==> config.mk <==
export PLATFORM = sky130hd
export DESIGN_NAME = sfm_den_inv_scheduler
export DESIGN_NICKNAME = d
export VERILOG_FILES = /design/src/rtl/sfm_den_inv_scheduler.sv
export SDC_FILE = /design/constraint.sdc
export NUM_CORES = 1
export LEC_CHECK = 0
export ABC_AREA = 1
export BUFFER_PORTS_ARGS = -buffer_cell sky130_fd_sc_hd__buf_4
export CORE_MARGIN = 1
export CORE_UTILIZATION = 47
export CTS_CLUSTER_SIZE = 30
export DETAILED_ROUTE_END_ITERATION = 6
export PLACE_DENSITY_LB_ADDON = 0.3
export SYNTH_ARGS = -nofsm -noshare
export SYNTH_HDL_FRONTEND = slang
export SYNTH_SLANG_ARGS = --single-unit
==> constraint.sdc <==
create_clock -name clk_i -period 6.9 [get_ports clk_i]
set_input_delay 1.38 -clock clk_i [delete_from_list [all_inputs] [get_ports clk_i]]
set_output_delay 1.38 -clock clk_i [all_outputs]
set_load 0.02 [all_outputs]
==> src/rtl/sfm_den_inv_scheduler.sv <==
// Round-robin arbiter sharing one denominator inverter among NUM_REQ softmax lanes.
// Issue and return paths are combinational (zero added latency); an in-order ID FIFO routes results home.
module sfm_den_inv_scheduler #(
  parameter int NUM_REQ         = 4,
  parameter int DEN_WIDTH       = 32,
  parameter int INV_WIDTH       = 16,
  parameter int MAX_OUTSTANDING = 4
) (
  input  logic                           clk_i,
  input  logic                           rst_i,
  input  logic                           clear_i,
  input  logic                           drain_i,
  output logic                           drain_done_o,
  input  logic [NUM_REQ-1:0]             req_valid_i,
  input  logic [NUM_REQ*DEN_WIDTH-1:0]   req_den_i,
  output logic [NUM_REQ-1:0]             req_ready_o,
  output logic [NUM_REQ-1:0]             rsp_valid_o,
  input  logic [NUM_REQ-1:0]             rsp_ready_i,
  output logic [INV_WIDTH-1:0]           rsp_inv_o,
  output logic                           inv_valid_o,
  input  logic                           inv_ready_i,
  output logic [DEN_WIDTH-1:0]           inv_den_o,
  input  logic                           inv_valid_i,
  output logic                           inv_ready_o,
  input  logic [INV_WIDTH-1:0]           inv_res_i,
  output logic                           busy_o,
  output logic                           err_o
);

  localparam int ID_W  = $clog2(NUM_REQ);
  localparam int PTR_W = (MAX_OUTSTANDING > 1) ? $clog2(MAX_OUTSTANDING) : 1;
  localparam int CNT_W = $clog2(MAX_OUTSTANDING + 1);
  localparam logic [CNT_W-1:0] FULL = CNT_W'(MAX_OUTSTANDING);

  typedef enum logic [1:0] {S_IDLE, S_RUN, S_DRAIN, S_DONE} state_t;

  state_t             r_state;
  state_t             w_state_nxt;
  logic [ID_W-1:0]    r_ptr;
  logic [ID_W-1:0]    r_fifo [MAX_OUTSTANDING];
  logic [PTR_W-1:0]   r_wr_ptr;
  logic [PTR_W-1:0]   r_rd_ptr;
  logic [CNT_W-1:0]   r_count;
  logic               r_err;

  logic               w_live;
  logic               w_can_issue;
  logic               w_any;
  logic [ID_W-1:0]    w_grant;
  logic               w_issue;
  logic               w_nonempty;
  logic [ID_W-1:0]    w_head;
  logic               w_pop;
  logic [CNT_W-1:0]   w_count_nxt;
  int                 w_idx;

  // Nothing may be issued or retired while reset/clear is asserted: the FIFO is being wiped.
  assign w_live      = !rst_i && !clear_i;
  assign w_nonempty  = (r_count != '0);
  assign w_can_issue = w_live && (r_state == S_IDLE || r_state == S_RUN) && !drain_i && (r_count < FULL);

  always_comb begin
    w_any   = 1'b0;
    w_grant = '0;
    w_idx   = 0;
    for (int i = 0; i < NUM_REQ; i++) begin
      w_idx = int'(r_ptr) + i;
      if (w_idx >= NUM_REQ) w_idx = w_idx - NUM_REQ;
      if (!w_any && req_valid_i[ID_W'(w_idx)]) begin
        w_any   = 1'b1;
        w_grant = ID_W'(w_idx);
      end
    end
  end

  assign inv_valid_o = w_can_issue && w_any;
  assign w_issue     = inv_valid_o && inv_ready_i;
  assign inv_den_o   = inv_valid_o ? req_den_i[int'(w_grant)*DEN_WIDTH +: DEN_WIDTH] : '0;

  always_comb begin
    req_ready_o = '0;
    if (w_issue) req_ready_o[w_grant] = 1'b1;
  end

  assign w_head      = r_fifo[r_rd_ptr];
  assign inv_ready_o = w_live && w_nonempty && rsp_ready_i[w_head];
  assign w_pop       = inv_valid_i && inv_ready_o;
  assign rsp_inv_o   = inv_res_i;

  always_comb begin
    rsp_valid_o = '0;
    if (w_live && inv_valid_i && w_nonempty) rsp_valid_o[w_head] = 1'b1;
  end

  // Full check uses the registered count, so a pop in the same cycle never frees a slot early.
  assign w_count_nxt = r_count + CNT_W'(w_issue) - CNT_W'(w_pop);

  always_comb begin
    w_state_nxt  = r_state;
    drain_done_o = 1'b0;
    case (r_state)
      S_IDLE: begin
        if (drain_i)      w_state_nxt = S_DONE;
        else if (w_issue) w_state_nxt = S_RUN;
      end
      S_RUN: begin
        if (drain_i)                               w_state_nxt = S_DRAIN;
        else if (w_count_nxt == '0 && !w_issue)    w_state_nxt = S_IDLE;
      end
      S_DRAIN: begin
        if (w_count_nxt == '0) w_state_nxt = S_DONE;
      end
      S_DONE: begin
        drain_done_o = w_live;
        w_state_nxt  = S_IDLE;
      end
      default: w_state_nxt = S_IDLE;
    endcase
  end

  assign busy_o = (r_state != S_IDLE);
  assign err_o  = r_err;

  always_ff @(posedge clk_i or posedge rst_i) begin
    if (rst_i) begin
      r_state  <= S_IDLE;
      r_ptr    <= '0;
      r_wr_ptr <= '0;
      r_rd_ptr <= '0;
      r_count  <= '0;
      r_err    <= 1'b0;
    end else if (clear_i) begin
      r_state  <= S_IDLE;
      r_ptr    <= '0;
      r_wr_ptr <= '0;
      r_rd_ptr <= '0;
      r_count  <= '0;
      r_err    <= 1'b0;
    end else begin
      r_state <= w_state_nxt;
      r_count <= w_count_nxt;
      if (w_issue) begin
        r_wr_ptr <= r_wr_ptr + PTR_W'(1);
        r_ptr    <= (w_grant == ID_W'(NUM_REQ - 1)) ? '0 : w_grant + ID_W'(1);
      end
      if (w_pop) r_rd_ptr <= r_rd_ptr + PTR_W'(1);
      if (inv_valid_i && !w_nonempty) r_err <= 1'b1;
    end
  end

  // ID storage needs no reset: entries are only read while the count says they are valid.
  always_ff @(posedge clk_i) begin
    if (w_issue) r_fifo[r_wr_ptr] <= w_grant;
  end

endmodule

Word level (Yosys, flattened, before mapping)
Memory sizes are Yosys's and may differ from the RTL's.
Cells that the tools add are included.
{"block": "word_totals", "ff_bits": 12, "wordCells": 128, "mem_bits_rw": 8, "out_inout_bits": 61, "memories": 1, "latchBits": 0, "mem_bits_ro": 0}
{"block": "op_classes", "n_reduce_logical": 35, "magnitude_cmp": 13, "n_mux": 53, "add_sub_neg": 12, "shifts": 1, "div": 0, "n_eq_ne": 7, "bitwise_logic": 0, "n_mul": 0}
{"name": "r_fifo", "words": 4, "word_bits": 2, "read_ports": 1, "rd_ports_with_merged_regs": 0, "wr": 1, "line_no": "40", "rtl": "logic [ID_W-1:0] r_fifo [MAX_OUTSTANDING];"}
{"cell": "128-bit by 8-bit indexed part select with 32-bit output", "n": 1}
{"cell": "2-bit 2-to-1 mux", "n": 21}
{"cell": "32-bit 2-to-1 mux", "n": 1}
{"cell": "1-bit 2-to-1 mux", "n": 20}
{"cell": "1-bit logical AND", "n": 18}
{"cell": "2-bit by 4-bit less-than comparator with 1-bit output (second input constant)", "n": 4}
{"cell": "1-bit binary-select mux with 2-bit select", "n": 5}
{"cell": "3-bit greater-or-equal comparator (second input constant)", "n": 3}
{"cell": "1-bit logical NOT", "n": 8}
{"cell": "4-bit 2-to-1 mux", "n": 2}
{"cell": "2-bit one-hot mux with 4 select lines", "n": 1}
{"cell": "2-bit nonzero test", "n": 4}
{"cell": "2-bit by 1-bit subtractor with 2-bit output (second input constant)", "n": 4}
{"cell": "2-bit by 1-bit adder with 2-bit output (second input constant)", "n": 3}
{"cell": "2-bit by 2-bit adder with 3-bit output (second input constant)", "n": 2}
{"cell": "2-bit == test (second input constant)", "n": 3}
{"cell": "2-bit by 3-bit less-than comparator with 1-bit output (second input constant)", "n": 2}
{"cell": "1-bit demux with 2-bit select", "n": 2}
{"cell": "2-bit by 1-bit greater-or-equal comparator with 1-bit output (second input constant)", "n": 2}
{"cell": "4-bit by 3-bit inequality test with 1-bit output (second input constant)", "n": 1}
{"cell": "4-bit inequality test (second input constant)", "n": 1}
{"cell": "2-bit by 1-bit adder with 3-bit output (second input constant)", "n": 1}
{"cell": "3-bit by 1-bit adder with 3-bit output", "n": 1}
{"cell": "2-bit by 3-bit greater-or-equal comparator with 1-bit output (second input constant)", "n": 1}
{"cell": "10 further kinds", "n": 10}

Longest topological paths before layout
Gate-level depths: netlist of the first run.
{"block": "depth", "ltp_word": 25, "ltp_mapped": 24}

Worst setup path before layout of the first run
OpenSTA, ideal clock, no wires.
{"block": "synth_path", "path_type": "input port to flip-flop", "from": "input rst_i", "to": "register r_state[0]", "path_stages": 19, "setup_time_ns": 0.117, "arrival_ns": 4.234, "path_slack_ns": 2.548, "path_cell_list": "inv_1 nand2_1 or2_2 nor2_1 nand2_1 inv_2 ha_1 inv_1 ha_1 inv_1 fa_1 xnor2_1 xor2_1 nand2_1 nor2_1 o21ai_0 nand2_1 nand3_1 nand2_1"}
{"block": "synth_between", "word_cells_on_any_way": 19}
{"element": "from (decl)", "line_no": "10", "rtl": "input logic rst_i,"}
{"element": "1-bit logical NOT (no source line) *"}
{"element": "1-bit logical AND *", "line_no": "58", "rtl": "assign w_live = !rst_i && !clear_i;"}
{"element": "1-bit logical AND * (2 in series)", "line_no": "86", "rtl": "assign inv_ready_o = w_live && w_nonempty && rsp_ready_i[w_head];"}
{"element": "via inv_ready_o", "line_no": "24", "rtl": "output logic inv_ready_o,"}
{"element": "1-bit logical AND *", "line_no": "87", "rtl": "assign w_pop = inv_valid_i && inv_ready_o;"}
{"element": "3-bit by 1-bit subtractor with 3-bit output *", "line_no": "96", "rtl": "assign w_count_nxt = r_count + CNT_W'(w_issue) - CNT_W'(w_pop);"}
{"element": "3-bit logical NOT *", "line_no": "108, 111"}
{"element": "1-bit logical AND", "line_no": "108", "rtl": "else if (w_count_nxt == '0 && !w_issue) w_state_nxt = S_IDLE;"}
{"element": "4-bit by 3-bit inequality test with 1-bit output (no source line)"}
{"element": "3-bit AND reduction (no source line) *"}
{"element": "to (signal assigned)", "line_no": "140", "rtl": "r_state <= w_state_nxt;"}
{"element": "to (decl)", "line_no": "37", "rtl": "state_t r_state;"}
Mark *: on every way through the listed nets, which the timed path passes. The rest lies on a longest branch.
A chain may end at the register's enable or synchronous reset.

Final worst setup path of the first run
{"block": "layout_path", "from": "input req_valid_i[3]", "to": "output inv_den_o[4]"}
{"block": "layout_between", "elab_chain_len": 15, "word_cells_on_any_way": 29}
{"element": "from (decl)", "line_no": "14", "rtl": "input logic [NUM_REQ-1:0] req_valid_i,"}
{"element": "1-bit binary-select mux with 2-bit select", "line_no": "69", "rtl": "if (!w_any && req_valid_i[ID_W'(w_idx)]) begin"}
{"element": "1-bit 2-to-1 mux (implied by the code) (2 in series)", "line_no": "69"}
{"element": "1-bit 2-to-1 mux", "line_no": "69"}
{"element": "1-bit logical NOT", "line_no": "69"}
{"element": "1-bit logical AND", "line_no": "69"}
{"element": "1-bit 2-to-1 mux", "line_no": "69"}
{"element": "1-bit logical NOT", "line_no": "69"}
{"element": "1-bit logical AND", "line_no": "69"}
{"element": "1-bit 2-to-1 mux", "line_no": "69"}
{"element": "1-bit logical NOT", "line_no": "69"}
{"element": "1-bit logical AND", "line_no": "69"}
{"element": "2-bit 2-to-1 mux / 1-bit 2-to-1 mux (equally long branches)", "line_no": "69"}
{"element": "128-bit by 8-bit indexed part select with 32-bit output / 1-bit logical AND (equally long branches)", "line_no": "78, 76"}
{"element": "32-bit 2-to-1 mux *", "line_no": "78", "rtl": "assign inv_den_o = inv_valid_o ? req_den_i[int'(w_grant)*DEN_WIDTH +: DEN_WIDTH] : '0;"}
{"element": "to (decl)", "line_no": "22", "rtl": "output logic [DEN_WIDTH-1:0] inv_den_o,"}
Every way passes the cells marked *; elsewhere a longest branch is shown, timed or not. The select of a mux whose other input is x is not followed.

==> results of run 1 <==
-- per-layer routing --
layer	vias up	GRT usage (%)	wire (um)	share of wire [%]
met1	1811	33.3	4020	39
met4	0	11.5	300	2.9
met3	30	3.60	709	6.8
met2	192	49.6	5330	51
met5	-	0	0	0
li1	2048	-	-	-
-- cell usage after synthesis (all sizes together) --
master / count / share of area (%)
nor3: 3 / 0.46
nand3b: 33 / 7.6
buf: 45 / 9.6
nand2: 125 / 15
clkbuf: 5 / 0.58
nand3: 114 / 18
o21ai: 10 / 1.5
a31oi: 1 / 0.19
xnor2: 1 / 0.27
edfxtp: 8 / 7.4
fa: 1 / 0.61
nor3b: 1 / 0.23
nand4: 1 / 0.19
nor4: 2 / 0.38
or2: 2 / 0.38
nor2: 30 / 3.7
o22ai: 2 / 0.38
inv: 127 / 15
xor2: 2 / 0.54
ha: 10 / 3.8
dfrtp: 12 / 9.2
a21oi: 36 / 5.5
-- report_power, final --
| part | switching, W | internal [W] | total [W] |
|---|---|---|---|
| combinational | 0.000221 | 0.000150 | 0.000371 |
| clock | 0.0000366 | 0.0000628 | 0.0000993 |
| sequential | 0.00000516 | 0.000131 | 0.000136 |
| total | 0.000263 | 0.000344 | 0.000606 |
-- final cells by class --
type	instances	area (sq um)
Multi-Input combinational cell	374	1910
Inverter	127	477
Timing Repair Buffer	188	1410
Clock buffer	4	66.3
Sequential cell	20	541
Fill cell	607	2030
Tap cell	77	96.3
-- flip-flops by register name (all words and copies together) (netlist names) --
name      count
r_fifo        8
r_count       3
r_ptr         2
r_rd_ptr      2
r_state       2
r_wr_ptr      2
err_o         1
-- cell families after synthesis --
kind of cell               after synthesis  share of synthesized area [%]
and+or+nand+nor                        311                           45.7
buffers and inverters                  177                           24.8
adders and majority gates               11                           4.45
xor gates and xnor gates                 3                          0.807
DFF                                     20                           16.6
AOI/OAI and AO/OA                       49                           7.64
-- final timing paths --
path / startpoint / endpoint / cells after the start
setup / recovery: req_valid_i[3] / inv_den_o[4] / 13
hold / removal: err_o / err_o / 2
setup reg to reg: r_ptr[0] / r_state[0] / 19
hold reg to reg: err_o / err_o / 2
max in group asynchronous: rst_i / r_rd_ptr[1] / 2
min in group asynchronous: rst_i / r_wr_ptr[0] / 2
-- worst min-delay path: stages, from the launching register on --
cell and delay (ns):
dfrtp_1 0.38, inv_1 0.05, a21oi_1 0.06
-- cells in the final DEF (no fill, tap or decap), types with 8 or more instances in the layout --
master,netlist,layout
nand2_1,120,118
nand3b_1,33,33
a21oi_1,36,36
inv_1,123,123
nand3_1,111,111
nor2_1,29,29
dfrtp_1,12,12
ha_1,10,10
buf_4,23,188
edfxtp_1,8,8
-- stage by stage --
step	instances	power (W)	setup slack [ns]
floorplan	571	0.000416	2.55
global placement	786	0.000503	1.67
detailed placement	786	0.000508	1.62
CTS	790	0.000607	1.62
global route	790	0.000661	1.35
finish	790	0.000606	1.59
==> metrics.md, run 1 <==
| Metric | Value |
|---|---|
| Outcome | `complete, no violations` |
| Slew margin rel. | `17.6%` |
| Register-to-register setup slack | `3.05 ns` |
| Maximum vdd ir drop | `about 65 uV` |
| Ratio of final minimum period to clock period | `approximately three quarters` |
| Post-CTS setup buffer count | `0` |
| Crit-path slowest cell | `inv_2` |
| Least-Margin Pin Slew | `around 1.2 ns` |
| # hold bufs at CTS | `0` |
| Num CTS Buffers | `3` |
| Crit-path max cell delay | `~0.70 ns` |
| Post-Route Skew | `approximately 0.0017 ns` |
| Total cell area at the placement stage | `about 0.0044 sq mm` |
| # resized after CTS | `0` |
| Height of the chip | `around 85 um` |
| Worst endpoint required time | `5.52 ns` |
| Yosys Warn Count | `0` |
| RSZ-0062 raised after global routing | `false` |
| Worst Path Class, Setup | `primary input to output pin` |
| Number of H-tree levels | `1` |
| Maximum clock rate | `around 190 MHz` |
| Worst-case hold slack | `0.519 ns` |
| Count of max-cap constraint violations | `0` |
| Syn Area/Cell | `~5.7 sq um` |
| Setup-failing EPs final | `0` |
| Clock Pin Slew Worst Setup and Hold Paths | `0.07 ns` |
| CTS sink count | `20` |
| Buffer and inverter count on the worst path | `4` |
| Final Max Tran Viols | `0` |
| Arr. time, crit path | `3.93 ns` |
| Initial Utilization | `49.9%` |
| CP max FO | `38` |
| CP startpoint kind | `primary input` |
| Min Clock Period, post-route | `5.31 ns` |
| Final routed wirelength across all metal layers | `10400 um` |
| Register bit count reported by yosys | `20` |
| Site Rows | `29` |
| Gate Count Post-Synth | `571` |
| Leakage power | `2.69 nW` |
| Total number of vias | `between 4000 and 5000` |
| Avg WL per Cell | `13.1 um` |
| Wire length of the first global-routing pass | `16500 um` |
| Final instance area | `between 0.004 and 0.005 sq mm` |
| Family of cells with the greatest summed delay on the critical path | `simple AND/OR/NAND/NOR gates` |
| Syn Std Cell Area | `between 0.003 and 0.004 sq mm` |
| Initial antenna violation count | `0` |
| Clock latency reported for the late side of the worst-skew pair | `0.25 ns` |
| Top-level port count | `roughly 220` |
| Pin count of the biggest net entering global routing | `a little under 70` |
| Classification of the worst-slack hold path | `register to register` |
| Post-detail-place hpwl | `approximately 8000 um` |
| Average vias per placed instance | `5.17` |
| CP Cell Sequence | `buf_4 -> inv_1 -> nand2_1 -> nand3_2 -> nand2_2 -> nor2_4 -> nand3_2 -> nand3_1 -> nand2_2 -> inv_2 -> nand3_1 -> a21oi_1 -> buf_4` |
| Overall fraction of global-route tracks in use | `between 20 and 30%` |
| Pre-antenna DRT Iters | `5` |
| Gpl congestion | `0.968` |
| Die X-Extent | `85.3 um` |
| Starting DRT DRC Count | `278` |
| Sequential area share after synthesis | `16.6%` |
| Overflow after GRT | `0` |
| Vias in the first global route | `between 3000 and 4000` |
| Final hold violations | `0` |
| Antenna diode count | `0` |
| Final sum of negative setup slack | `0 ns` |
| Share of cells above drive strength 1 | `between 20% and 30%` |
| Clock buffer depth | `2` |
| Clock Root Buffer | `clkbuf_8` |
| Area growth, synth to finish | `38.3%` |
| DR DRC count | `0` |
| CORE AREA | `0.00653 sq mm` |
| Count of unique library cells instantiated by Yosys | `30` |
| Kind of end point of the critical path | `output pin` |
| Number of nets in the layout | `883` |
| Share of the core filled with cells | `69.0%` |
| Syn_nets | `740` |
| Count of input and output buffers | `186` |
| Ratio of total power to cell area | `135 mW/mm^2` |
| CTS tree | `done` |
| Die footprint | `0.00727 sq mm` |
| Antenna violation net count after detailed routing | `0` |
No activity file was read; power rests on OpenSTA's default activity.
==> inputs of run 2 (changes only) <==
Settings changed: CORE_UTILIZATION 47 to 43.
Clock period 6.9 ns to 5.3 ns, I/O delays scaled along.
==> metrics.md, run 2 (synthesized netlist as in run 1, its figures left out) <==
| Metric | Value |
|---|---|
| Clock Root Buffer | `clkbuf_8` |
| Overall fraction of global-route tracks in use | `about a quarter` |
| Initial antenna violation count | `0` |
| CP max FO | `27` |
| Startpoint of the tightest hold check path | `err_o` |
| Total number of vias | `4033` |
| CTS tree | `done` |
| CORE AREA | `0.00729 sq mm` |
| Crit-path slowest cell | `buf_4` |
| Gpl congestion | `0.922` |
| Overflow after GRT | `0` |
| Post-Route Skew | `approximately 0.0055 ns` |
| Pin count of the biggest net entering global routing | `65` |
| Worst r2r path cells | `23` |
| Arr. time, crit path | `3.05 ns` |
| Number of flip-flops in the largest register | `8` |
| Wire length of the first global-routing pass | `15200 um` |
| Fill cell instance count of the final layout | `709` |
| Met3 routing resource usage after global routing | `4.80%` |
| CTS sink count | `20` |
| Gr busiest metal | `met2` |
| Die X-Extent | `between 80 and 90 um` |
| Kind of end point of the critical path | `output pin` |
| Most flops, register | `r_fifo` |
| Worst Path Class, Setup | `primary input to output pin` |
| Clock buffer depth | `2` |
| Worst endpoint required time | `between 4 and 5 ns` |
| Min Clock Period, post-route | `4.11 ns` |
| Beginning of the critical path | `req_valid_i[1]` |
| Crit-path max cell delay | `0.33 ns` |
| Initial Utilization | `44.7%` |
| Average vias per placed instance | `about 4.9` |
| # hold bufs at CTS | `0` |
| Avg WL per Cell | `12.5 um` |
| Outcome | `complete, no violations` |
| Vias in the first global route | `3514` |
| DR DRC count | `0` |
| Antenna violation net count after detailed routing | `0` |
| Clock latency reported for the late side of the worst-skew pair | `0.26 ns` |
| Number of nets in the layout | `888` |
| Maximum clock rate | `244 MHz` |
| Ratio of final minimum period to clock period | `77.5%` |
| # resized after CTS | `0` |
| Buffer and inverter count on the worst path | `4` |
| Met2 capacity usage during global routing | `42.2%` |
| Height of the chip | `89.0 um` |
| Share of the core filled with cells | `62.5%` |
| Num CTS Buffers | `3` |
| Final sum of negative setup slack | `0 ns` |
| Die footprint | `0.00793 sq mm` |
| RSZ-0062 raised after global routing | `false` |
| FF+latch area | `541 sq um` |
| Largest registers | `r_fifo (8), r_count (3)` |
| Setup-failing EPs final | `0` |
| Count of max-cap constraint violations | `0` |
| Pre-antenna DRT Iters | `6` |
| Maximum vdd ir drop | `just over 80 uV` |
| Ratio of total power to cell area | `170 mW/mm^2` |
| Final hold violations | `0` |
| Antenna diode count | `0` |
| Least-Margin Pin Slew | `0.655 ns` |
| Area growth, synth to finish | `39.9%` |
| Clock Pin Slew Worst Setup and Hold Paths | `0.07 ns` |
| Final routed wirelength across all metal layers | `10200 um` |
| Post-detail-place hpwl | `7820 um` |
| Leading cell types in the layout, fill and taps excluded | `buf_4 (193), inv_1 (123), nand2_1 (118)` |
| Commonest non-fill, non-tap cell in the layout | `buf_4` |
| Crit Reg-Reg Endpoint | `r_state[0]` |
| Share of cells above drive strength 1 | `29.8%` |
| Slew margin rel. | `56.3%` |
| Met1 Resource Use GR | `29.5%` |
| Register-to-register setup slack | `1.91 ns` |
| Count of input and output buffers | `approximately 190` |
| Final Max Tran Viols | `0` |
| Combined area of the multi-input logic cells | `0.00191 sq mm` |
| Post-CTS setup buffer count | `0` |
| Classification of the worst-slack hold path | `register to register` |
| Leakage power | `~2.7 nW` |
| Endpoint of the most critical setup path | `inv_den_o[1]` |
| Site Rows | `31` |
| Top-level port count | `219` |
| Stages on worst setup path | `14` |
| CP Cell Sequence | `buf_4 -> inv_1 -> nand2_1 -> nand3_2 -> nand2_2 -> nor2_4 -> nand3_2 -> nand2_2 -> nand2_2 -> buf_4 -> nand2_1 -> nand3_1 -> a21oi_1 -> buf_4` |
| CP startpoint kind | `primary input` |
| Starting DRT DRC Count | `approximately 170` |
| Critical register-to-register path startpoint | `r_rd_ptr[0]` |
| Family of cells with the greatest summed delay on the critical path | `simple AND/OR/NAND/NOR gates` |
| Number of H-tree levels | `1` |
run 2: cell count changes in the layout (fill, tap and decap cells not counted), sizes merged:
cell / change
buf: +5
run 2: worst reg2reg max path: stages (launching register included):
cell	delay (ns)
dfrtp_1	0.46
inv_1	0.15
nand2_1	0.10
nand3_1	0.12
nand2_1	0.20
nor2_1	0.06
o21ai_1	0.13
nand2_1	0.07
nor2_1	0.12
nand2_1	0.11
inv_2	0.08
ha_1	0.22
inv_1	0.06
ha_1	0.13
inv_1	0.05
fa_1	0.37
xnor2_1	0.18
xor2_1	0.20
nand2_1	0.08
nor2_1	0.13
o21ai_0	0.12
nand2_1	0.08
nand3_1	0.06
nand2_1	0.06
run 2: where the power goes:
group          switching, W  total, W  internal (W)
registers        0.00000723  0.000177      0.000170
logic              0.000287  0.000485      0.000198
clock network     0.0000478  0.000114     0.0000660
total              0.000342  0.000776      0.000434
run 2: stage by stage:
step	area, sq um	std cells	hold WS [ns]	power [W]	setup slack, ns
after floorplan	3260	571	0.516	0.000541	1.27
after global placement	4500	813	0.505	0.000657	1.25
after detailed placement	4500	813	0.518	0.000668	1.10
after CTS	4560	817	0.527	0.000781	1.21
after global routing	4560	817	0.566	0.000841	0.992
final	4560	817	0.523	0.000776	1.19
run 2: layout make-up:
cell class / instances / area share (%)
inverter: 127 / 10.5
sequential: 20 / 11.9
multi-input combinational: 374 / 42.0
tap: 99 / 2.72
timing repair buffer: 193 / 31.8
clock buffer: 4 / 1.21
run 2: worst min-delay path by stage:
| stage | endpoint | cells after the start |
|---|---|---|
| after detailed placement | err_o | 2 |
| final | err_o | 2 |
| after global routing | err_o | 2 |
| after global placement | err_o | 2 |
| after CTS | err_o | 2 |
| after floorplan | r_wr_ptr[0] | 1 |
run 2: per-layer routing:
metal  part of all wire [%]  wire length (um)  vias up
li1                       -                 -     2052
met1                     39              4020     1805
met2                     50              5130      158
met3                    7.9               807       18
met4                    2.4               245        0
met5                      0                 0        -
==> inputs of run 3 (changes only) <==
Clock period 5.3 ns to 4.2 ns, I/O delays scaled along.
==> metrics.md, run 3 (synthesized netlist as in run 1, its figures left out) <==
| Metric | Value |
|---|---|
| Hold Path Cell Cnt | `2` |
| Leading cell types in the layout, fill and taps excluded | `buf_4 (196), inv_1 (123), nand2_1 (118)` |
| Crit-path slowest cell | `fa_1` |
| Antenna violation net count after detailed routing | `0` |
| Vias in the first global route | `around 3400` |
| Pin count of the biggest net entering global routing | `between 60 and 70` |
| Overflow after GRT | `0` |
| Gpl congestion | `0.926` |
| CP Cell Sequence | `buf_4 -> inv_1 -> nand2_1 -> or2_2 -> nor2_1 -> nand2_1 -> inv_2 -> ha_1 -> inv_1 -> ha_1 -> inv_1 -> fa_1 -> xnor2_1 -> xor2_1 -> nand2_1 -> nor2_1 -> o21ai_0 -> nand2_1 -> nand3_1 -> nand2_1` |
| Post-Route Skew | `0.00814 ns` |
| # hold bufs at CTS | `0` |
| Outcome | `complete, no violations` |
| Count of input and output buffers | `186` |
| Initial antenna violation count | `0` |
| Starting DRT DRC Count | `161` |
| Maximum clock rate | `277 MHz` |
| Most frequent cell on the critical path | `nand2_1` |
| Worst r2r path cells | `23` |
| CTS tree | `done` |
| Die footprint | `0.00793 sq mm` |
| Least-Margin Pin Slew | `0.660 ns` |
| Min Clock Period, post-route | `around 3.6 ns` |
| Slew margin rel. | `56.0%` |
| Met3 routing resource usage after global routing | `4.99%` |
| Num CTS Buffers | `3` |
| Clock Pin Slew Worst Setup and Hold Paths | `0.08 ns` |
| Average vias per placed instance | `approximately 4.9` |
| Crit-path max cell delay | `0.37 ns` |
| Maximum vdd ir drop | `between 100 and 150 uV` |
| Clock buffer depth | `2` |
| Arr. time, crit path | `3.82 ns` |
| Clock latency reported for the late side of the worst-skew pair | `roughly 0.26 ns` |
| DR DRC count | `0` |
| Height of the chip | `~89 um` |
| CP max FO | `8` |
| Final routed wirelength across all metal layers | `~10000 um` |
| Worst endpoint required time | `4.41 ns` |
| Die X-Extent | `between 80 and 90 um` |
| Overall fraction of global-route tracks in use | `23.7%` |
| Fill cell instance count of the final layout | `690` |
| Number of flip-flops in the largest register | `8` |
| Number of H-tree levels | `1` |
| Cell Count Post-Placement | `817` |
| CTS sink count | `20` |
| Number of nets in the layout | `892` |
| # resized after CTS | `0` |
| Site Rows | `31` |
| CP startpoint kind | `primary input` |
| Antenna diode count | `0` |
| Classification of the worst-slack hold path | `register to register` |
| Final sum of negative setup slack | `0 ns` |
| Wire length of the first global-routing pass | `15100 um` |
| Share of the core filled with cells | `between 60% and 70%` |
| Kind of end point of the critical path | `register` |
| Ratio of total power to cell area | `roughly 220 mW/mm^2` |
| Leakage power | `2.73 nW` |
| Setup-failing EPs final | `0` |
| Total number of vias | `4032` |
| Largest registers | `r_fifo (8), r_count (3)` |
| Met2 capacity usage during global routing | `42.6%` |
| Commonest non-fill, non-tap cell in the layout | `buf_4` |
| Gr busiest metal | `met2` |
| Met1 Resource Use GR | `roughly 28%` |
| Share of cells above drive strength 1 | `30.2%` |
| Area growth, synth to finish | `41.2%` |
| Worst Path Class, Setup | `primary input to register` |
| RSZ-0062 raised after global routing | `false` |
| Pre-antenna DRT Iters | `4` |
| Count of max-cap constraint violations | `0` |
| Ratio of final minimum period to clock period | `86.0%` |
| Final standard cell count with taps included and fillers excluded | `821` |
| Final hold violations | `0` |
| Post-CTS setup buffer count | `0` |
| Post-detail-place hpwl | `7960 um` |
| Initial Utilization | `roughly 45%` |
| Clock Root Buffer | `clkbuf_8` |
| Most flops, register | `r_fifo` |
| Avg WL per Cell | `12.4 um` |
| Final Max Tran Viols | `0` |
| Top-level port count | `about 220` |
| CORE AREA | `0.00729 sq mm` |
[run 3: cell types whose count changed in the layout (fill, tap and decap cells not counted)]
cell	delta
buf_12	+1
buf_4	+3
[run 3: final timing paths]
check | startpoint | to | slack (ns)
max in group asynchronous | rst_i | r_wr_ptr[1] | 3.43
setup reg to reg | r_rd_ptr[0] | r_state[0] | 0.70
min in group asynchronous | rst_i | r_count[2] | 0.61
hold / removal | err_o | err_o | 0.53
setup / recovery | clear_i | r_state[0] | 0.59
hold reg to reg | err_o | err_o | 0.53
[run 3: cell type report]
type	count	area [sq um]	share of cell area (%)
Tap cell	99	124	2.69
Clock buffer	4	55.1	1.20
Multi-Input combinational cell	374	1910	41.6
Inverter	127	477	10.4
Timing Repair Buffer	197	1490	32.4
Sequential cell	20	541	11.7
[run 3: through the flow]
step                      hold slack (ns)  setup slack, ns  power (W)  area (sq um)
after floorplan                     0.516            0.388   0.000683          3260
after global placement              0.510            0.600   0.000844          4550
after detailed placement            0.517            0.336   0.000855          4550
after CTS                           0.529            0.588    0.00100          4600
after global routing                0.567            0.342    0.00108          4600
final                               0.525            0.588   0.000997          4600
[run 3: routing by layer]
layer | part of all wire (%) | routed length (um) | vias up
li1 | - | - | 2062
met1 | 40 | 4110 | 1807
met2 | 51 | 5200 | 146
met3 | 6.9 | 704 | 17
met4 | 2.0 | 201 | 0
met5 | 0 | 0 | -
[run 3: power by group]
| part | internal [W] | switching (W) |
|---|---|---|
| Sequential | 0.000214 | 0.00000894 |
| Clock | 0.0000835 | 0.0000641 |
| Combinational | 0.000262 | 0.000365 |
[run 3: worst max-delay path, delay by kind of cell]
family | cells | cell delay, ns
adder cells (fa/ha/maj) | 3 | 0.71
XOR/XNOR | 2 | 0.46
AO/OA/AOI/OAI | 1 | 0.12
buffers and inverters | 5 | 0.51
AND/OR/NAND/NOR | 9 | 1.15
